[src/rtl/pll_reset_seq_pkg.sv]
// ============================================================
// pll_reset_seq_pkg : state encoding and default timing constants for pll_reset_seq
// Rev 1.0 - initial release
// ============================================================
`default_nettype none

package pll_reset_seq_pkg;

  typedef enum logic [2:0] {
    ST_PLL_RST   = 3'd0,
    ST_WAIT_LOCK = 3'd1,
    ST_STABLE    = 3'd2,
    ST_DDR_INIT  = 3'd3,
    ST_RUN       = 3'd4
  } state_e;

  localparam int DEF_PLL_RST_CYCLES       = 16;
  localparam int DEF_LOCK_TIMEOUT_CYCLES  = 65536;
  localparam int DEF_LOCK_STABLE_CYCLES   = 1024;
  localparam int DEF_CALIB_TIMEOUT_CYCLES = 1048576;

  function automatic int max_of(input int a, input int b);
    return (a > b) ? a : b;
  endfunction

endpackage

`default_nettype wire

[src/rtl/pll_reset_seq_sync_2ff.sv]
// ============================================================
// sync_2ff : 1-bit two-flop synchronizer, synchronous active-low reset
// Rev 1.0 - initial release
// ============================================================
`default_nettype none

module sync_2ff (
  input  logic clk,
  input  logic resetn,
  input  logic i_d,
  output logic o_q
);

  logic r_meta;
  logic r_sync;

  always_ff @(posedge clk) begin
    if (!resetn) begin
      r_meta <= 1'b0;
      r_sync <= 1'b0;
    end else begin
      r_meta <= i_d;
      r_sync <= r_meta;
    end
  end

  assign o_q = r_sync;

endmodule

`default_nettype wire

[src/rtl/pll_reset_seq.sv]
// ============================================================
// pll_reset_seq : PLL / DDR3 / core reset sequencer with lock and calibration watchdogs
// Build option  : define PLL_RESET_SEQ_STATS_EN to add the lock_loss_cnt output
// Rev 1.0 - initial release
// ============================================================
`default_nettype none

module pll_reset_seq
  import pll_reset_seq_pkg::*;
#(
  parameter int PLL_RST_CYCLES       = DEF_PLL_RST_CYCLES,
  parameter int LOCK_TIMEOUT_CYCLES  = DEF_LOCK_TIMEOUT_CYCLES,
  parameter int LOCK_STABLE_CYCLES   = DEF_LOCK_STABLE_CYCLES,
  parameter int CALIB_TIMEOUT_CYCLES = DEF_CALIB_TIMEOUT_CYCLES
) (
  input  logic       clk,
  input  logic       resetn,
  input  logic       pll_lock,
  input  logic       calib_done,
  input  logic       relock_req,
  output logic       pll_reset,
  output logic       ddr_rstn,
  output logic       sys_rstn,
  output logic [2:0] state,
`ifdef PLL_RESET_SEQ_STATS_EN
  output logic [7:0] lock_loss_cnt,
`endif
  output logic       seq_ready
);

  localparam int c_max_cycles = max_of(max_of(PLL_RST_CYCLES, LOCK_TIMEOUT_CYCLES),
                                       max_of(LOCK_STABLE_CYCLES, CALIB_TIMEOUT_CYCLES));
  localparam int c_cnt_w      = $clog2(c_max_cycles) + 1;

  localparam logic [c_cnt_w-1:0] c_pll_last   = c_cnt_w'(PLL_RST_CYCLES - 1);
  localparam logic [c_cnt_w-1:0] c_lock_last  = c_cnt_w'(LOCK_TIMEOUT_CYCLES - 1);
  localparam logic [c_cnt_w-1:0] c_calib_last = c_cnt_w'(CALIB_TIMEOUT_CYCLES - 1);
  // The WAIT_LOCK cycle that first sees lock_s=1 is the first of the stable run,
  // so STABLE itself only needs to observe the remaining cycles.
  localparam logic [c_cnt_w-1:0] c_stable_last =
    c_cnt_w'((LOCK_STABLE_CYCLES > 1) ? LOCK_STABLE_CYCLES - 2 : 0);
  localparam logic [c_cnt_w-1:0] c_cnt_one = c_cnt_w'(1);

  logic w_lock_s;
  logic w_calib_s;

  sync_2ff u_sync_lock (
    .clk    (clk),
    .resetn (resetn),
    .i_d    (pll_lock),
    .o_q    (w_lock_s)
  );

  sync_2ff u_sync_calib (
    .clk    (clk),
    .resetn (resetn),
    .i_d    (calib_done),
    .o_q    (w_calib_s)
  );

  state_e             r_state;
  logic [c_cnt_w-1:0] r_cnt;
  logic               r_pll_reset;
  logic               r_ddr_rstn;
  logic               r_sys_rstn;
  logic               r_seq_ready;

  state_e w_next;
  logic   w_enter;

  always_comb begin
    w_next = r_state;
    if (relock_req) begin
      w_next = ST_PLL_RST;
    end else begin
      case (r_state)
        ST_PLL_RST: begin
          if (r_cnt == c_pll_last) w_next = ST_WAIT_LOCK;
        end
        ST_WAIT_LOCK: begin
          if (w_lock_s)                 w_next = ST_STABLE;
          else if (r_cnt == c_lock_last) w_next = ST_PLL_RST;
        end
        ST_STABLE: begin
          if (!w_lock_s)                   w_next = ST_WAIT_LOCK;
          else if (r_cnt == c_stable_last) w_next = ST_DDR_INIT;
        end
        ST_DDR_INIT: begin
          if (!w_lock_s)                  w_next = ST_PLL_RST;
          else if (r_cnt == c_calib_last) w_next = ST_PLL_RST;
          else if (w_calib_s)             w_next = ST_RUN;
        end
        ST_RUN: begin
          if (!w_lock_s) w_next = ST_PLL_RST;
        end
        default: w_next = ST_PLL_RST;
      endcase
    end
  end

  // A relock request re-enters PLL_RST from PLL_RST and must still restart the count.
  assign w_enter = relock_req || (w_next != r_state);

  // Outputs are decoded from the next state so they change on the same edge as r_state.
  always_ff @(posedge clk) begin
    if (!resetn) begin
      r_state     <= ST_PLL_RST;
      r_cnt       <= '0;
      r_pll_reset <= 1'b1;
      r_ddr_rstn  <= 1'b0;
      r_sys_rstn  <= 1'b0;
      r_seq_ready <= 1'b0;
    end else begin
      r_state     <= w_next;
      r_cnt       <= w_enter ? '0 : ((r_cnt != '1) ? r_cnt + c_cnt_one : r_cnt);
      r_pll_reset <= (w_next == ST_PLL_RST);
      r_ddr_rstn  <= (w_next == ST_DDR_INIT) || (w_next == ST_RUN);
      r_sys_rstn  <= (w_next == ST_RUN);
      r_seq_ready <= (w_next == ST_RUN);
    end
  end

  assign pll_reset = r_pll_reset;
  assign ddr_rstn  = r_ddr_rstn;
  assign sys_rstn  = r_sys_rstn;
  assign seq_ready = r_seq_ready;
  assign state     = r_state;

`ifdef PLL_RESET_SEQ_STATS_EN
  logic       w_loss_evt;
  logic [7:0] r_loss_cnt;

  assign w_loss_evt = !relock_req && !w_lock_s &&
                      ((r_state == ST_DDR_INIT) || (r_state == ST_RUN) ||
                       ((r_state == ST_WAIT_LOCK) && (r_cnt == c_lock_last)));

  always_ff @(posedge clk) begin
    if (!resetn) begin
      r_loss_cnt <= 8'd0;
    end else if (w_loss_evt && (r_loss_cnt != 8'hFF)) begin
      r_loss_cnt <= r_loss_cnt + 8'd1;
    end
  end

  assign lock_loss_cnt = r_loss_cnt;
`endif

endmodule

`default_nettype wire
[config.mk]
export PLATFORM = sky130hd
export DESIGN_NAME = pll_reset_seq
export DESIGN_NICKNAME = d
export VERILOG_FILES = /design/src/rtl/pll_reset_seq_pkg.sv /design/src/rtl/pll_reset_seq_sync_2ff.sv /design/src/rtl/pll_reset_seq.sv
export SDC_FILE = /design/constraint.sdc
export NUM_CORES = 1
export LEC_CHECK = 0
export CAP_MARGIN = 20
export CORE_MARGIN = 3
export CORE_UTILIZATION = 55
export CTS_CLUSTER_SIZE = 14
export DETAILED_ROUTE_END_ITERATION = 16
export HOLD_SLACK_MARGIN = 0.05
export MAX_ROUTING_LAYER = met4
export PLACE_DENSITY_LB_ADDON = 0.05
export RECOVER_POWER = 25
export SETUP_SLACK_MARGIN = 0.5
export SYNTH_ARGS = -nofsm -noshare
export SYNTH_HDL_FRONTEND = slang
export SYNTH_SLANG_ARGS = --single-unit
[constraint.sdc]
create_clock -name clk -period 2.2 [get_ports clk]
set_input_delay 0.44 -clock clk [delete_from_list [all_inputs] [get_ports clk]]
set_output_delay 0.44 -clock clk [all_outputs]
set_load 0.005 [all_outputs]
==> metrics.md <==
| Metric | Value |
|---|---|
| Met3 Track Usage GR | 5.76% |
| Post-synth EDFFs | 0 |
| Worst path required time | 2450 ps |
| WL/cell | 20.8 um |
| Critical-path cell list | nand4_1, buf_4, nor4_4, buf_4, buf_6, buf_4, a211oi_1, xnor2_1, nor3_1 |
| CTS clk-pin slew, worst paths | 110 ps |
| IO Pins | 12 |
| Crit share post-route | 90.3% |
| CTS sink count | 31 |
| Slowest stage delay, CP | 370 ps |
| Fin. Hold Viols | 0 |
| Reg2reg end | r_cnt[8]$_SDFFE_PP0P_ |
| Slew HR | 72.8% |
| Syn Area/Cell | 8.94 um^2 |
| Area Overhead vs Synth | 46.0% |
| P_leak | 0.965 nW |
| Setup total negative slack | 0 ps |
| Hold Path Stages | 1 |
| Fin crit period | 1990 ps |
| CTS Hold Bufs | 0 |
| Critical path's most frequent cell | buf_4 |
| I/O Buffers | 11 |
| Num rows | 19 |
| Setup Viol. Count Final | 0 |
| CTS root buffer | clkbuf_4 |
| Slack of the worst reg-to-reg path | 210 ps |
| PD cells | 439 nW/um^2 |
| Die Width | 62.5 um |
| Via count | 1885 |
| DIE AREA | 3900 um^2 |
| Grt met1 use | 30.9% |
| Synthesized Nets | 203 |
| Core area | 2900 um^2 |
| Final net count | 247 |
| Post-Syn Instances | 196 |
| Hold Startpoint | u_sync_lock.r_meta$_SDFF_PN0_ |
| Post-synth top area cell | dfxtp_1 |
| CP Max Fanout | 6 |
| Initial Utilization | 60.4% |
| Total power | 1.12 mW |
| Maxcap violations | 0 |
| Die Y | 62.5 um |
| Setup crit end kind | register |
| Synthesized area | 1750 um^2 |
| Slowest CP cell | dfxtp_2 |
| # DRC | 0 |
| GP Congestion | 0.867 |
| Max VDD drop | 0.000505 V |
| Tot GR Track Use | 26.3% |
| Outcome | completed |
| Synth Flop Type | dfxtp_1 |
| Ys async rst share | 0% |
| Drt total wl | 5.89 mm |
| #FFs+latches synth | 31 |
| # diodes | 0 |
| First-pass GRT wire length | 7.95 mm |
| R2R Path Start | r_cnt[13]$_SDFFE_PP0P_ |
| H-Tree Depth | 2 |
| CP Class | register to register |
| Antenna Nets Post-Route | 0 |
| Worst hold margin | 441 ps |
| Clk_skew | 7.11 ps |
| GR Util met2 | 42.6% |
| Max clock buf depth | 2 |
| Fraction of layout cells with a size suffix above 1 | 46.9% |
| Initial DRT Pass Iterations | 7 |
| CP arrival | 2230 ps |
| Count leader, synth | dfxtp_1 |
| CTS tree | done |
| Distinct cell type count after synthesis | 50 |
| Initial antenna violation count | 0 |
| GRT overflow | 0 |
| YS warnings | 0 |
| DR vias/cell | 6.66 |
| Clk_lat worst skew | 340 ps |
| Post-synthesis sequential area ratio | 35.4% |
| GRT Max-Usage Layer | met2 |
| Yosys top cell area share | 35.4% |
| Unrepaired setup endpoints after global routing | true |
| Detailed Place HPWL | 2.79 mm |
| HP Class | register to register |
| R2R cell count | 9 |
| Hold Path Sink | u_sync_lock.o_q$_SDFF_PN0_ |
| Startpoint types | register |
| TritonCTS buffer count | 5 |
| Slew @ Worst Pin | 404 ps |
| Fmax | 504 MHz |
| Iter 0 DRT Violations | 274 |
| Synth area leaders | dfxtp_1, xnor2_1, a2111oi_4 |
| Vias in the first global route | 1691 |
| Post-synth top cells | dfxtp_1, nor2_1, xnor2_1 |
| Pins Over Slew Limit | 0 |
| Pin count of the biggest net entering global routing | 12 |
## logic make-up after synthesis
group,after synthesis,share of synthesized area [%]
and+or+nand+nor,91,32.6
AOI/OAI and AO/OA,39,17.7
DFF,31,35.4
buffers and inverters,18,5.28
xor gates and xnor gates,14,7.00
adders and majority gates,2,1.43
muxes,1,0.571
## worst max-delay path: cells and delay by family (launching register included)
kind	cells	cell delay, ps
compound gates	1	80
xor+xnor	1	150
buf+inv	4	640
flops	1	370
simple gates	3	660
## timing repair
| item | 4_1_cts | 5_1_grt |
|---|---|---|
| setup endpoints to repair | 30 | 29 |
| gates resized for setup | 27 | 35 |
| buffers inserted | 19 | 7 |
| pin swaps | 7 | 17 |
| cloned | 1 | 2 |
## power by group
| part | total (mW) | leakage [nW] | switching [mW] | internal [mW] |
|---|---|---|---|---|
| registers | 0.568 | 0.262 | 0.00510 | 0.563 |
| logic | 0.0770 | 0.655 | 0.0350 | 0.0420 |
| clock network | 0.479 | 0.0482 | 0.211 | 0.268 |
## per-layer routing
metal,vias up,routed length [um]
met5,-,0
met2,158,2790
met4,0,336
li1,806,-
met1,872,2190
met3,49,570
## worst max-delay path by stage
stage | from | to | slack, ps | cells past startpoint
after global placement | relock_req | r_cnt[6]$_SDFFE_PP0P_ | 180 | 6
final | r_cnt[13]$_SDFFE_PP0P_ | r_cnt[8]$_SDFFE_PP0P_ | 210 | 9
after floorplan | r_cnt[1]$_SDFFE_PP0P_ | r_cnt[5]$_SDFFE_PP0P_ | 430 | 7
after global routing | r_cnt[13]$_SDFFE_PP0P_ | r_cnt[8]$_SDFFE_PP0P_ | 180 | 9
after CTS | r_cnt[0]$_SDFFE_PP0P_ | r_cnt[3]$_SDFFE_PP0P_ | 360 | 9
after detailed placement | relock_req | r_cnt[6]$_SDFFE_PP0P_ | 90 | 6
## sequential cells by signal (all words and copies together) (netlist names)
name	count
ddr_rstn	1
pll_reset	1
r_cnt	21
seq_ready	1
state	3
u_sync_calib.o_q	1
u_sync_calib.r_meta	1
u_sync_lock.o_q	1
u_sync_lock.r_meta	1
## stage by stage
| step | utilization, % | instances | area [um^2] | setup WS, ps |
|---|---|---|---|---|
| 5_1_grt | 88.3 | 283 | 2560 | 176 |
| 3_3_place_gp | 69.5 | 246 | 2010 | 181 |
| 6_report | 88.3 | 283 | 2560 | 214 |
| 2_1_floorplan | - | 196 | 1860 | 427 |
| 3_5_place_dp | 69.5 | 246 | 2010 | 91.9 |
| 4_1_cts | 80.9 | 274 | 2350 | 364 |
## placed cells by master (no fill, tap or decap), drive strengths merged, types with 2 or more instances in the layout
cell	instances
buf	34
dfxtp	31
nor3	15
o21ai	14
nor2	13
nand2	11
xnor2	11
nand3	10
inv	8
a21oi	8
clkbuf	8
nand4	6
or3	6
clkdlybuf4s50	5
nor4	5
and4	4
and3	4
and2	4
a211oi	4
nor2b	3
or4	3
xor2	3
dlygate4sd3	3
or2	2
a2111oi	2
a311oi	2
dlymetal6s2s	2
a31oi	2
o211ai	2
o2111ai	2
ha	2
## cell type report
| type | instances | area (um^2) |
|---|---|---|
| flip-flops and latches | 31 | 653 |
| multi-input cells | 147 | 1260 |
| well taps | 42 | 52.6 |
| clock inverters | 2 | 35.0 |
| fillers | 148 | 340 |
| repair buffers | 47 | 482 |
| clock buffers | 6 | 51.3 |
| inverters | 8 | 30.0 |
No activity file was read; power rests on OpenSTA's default activity.
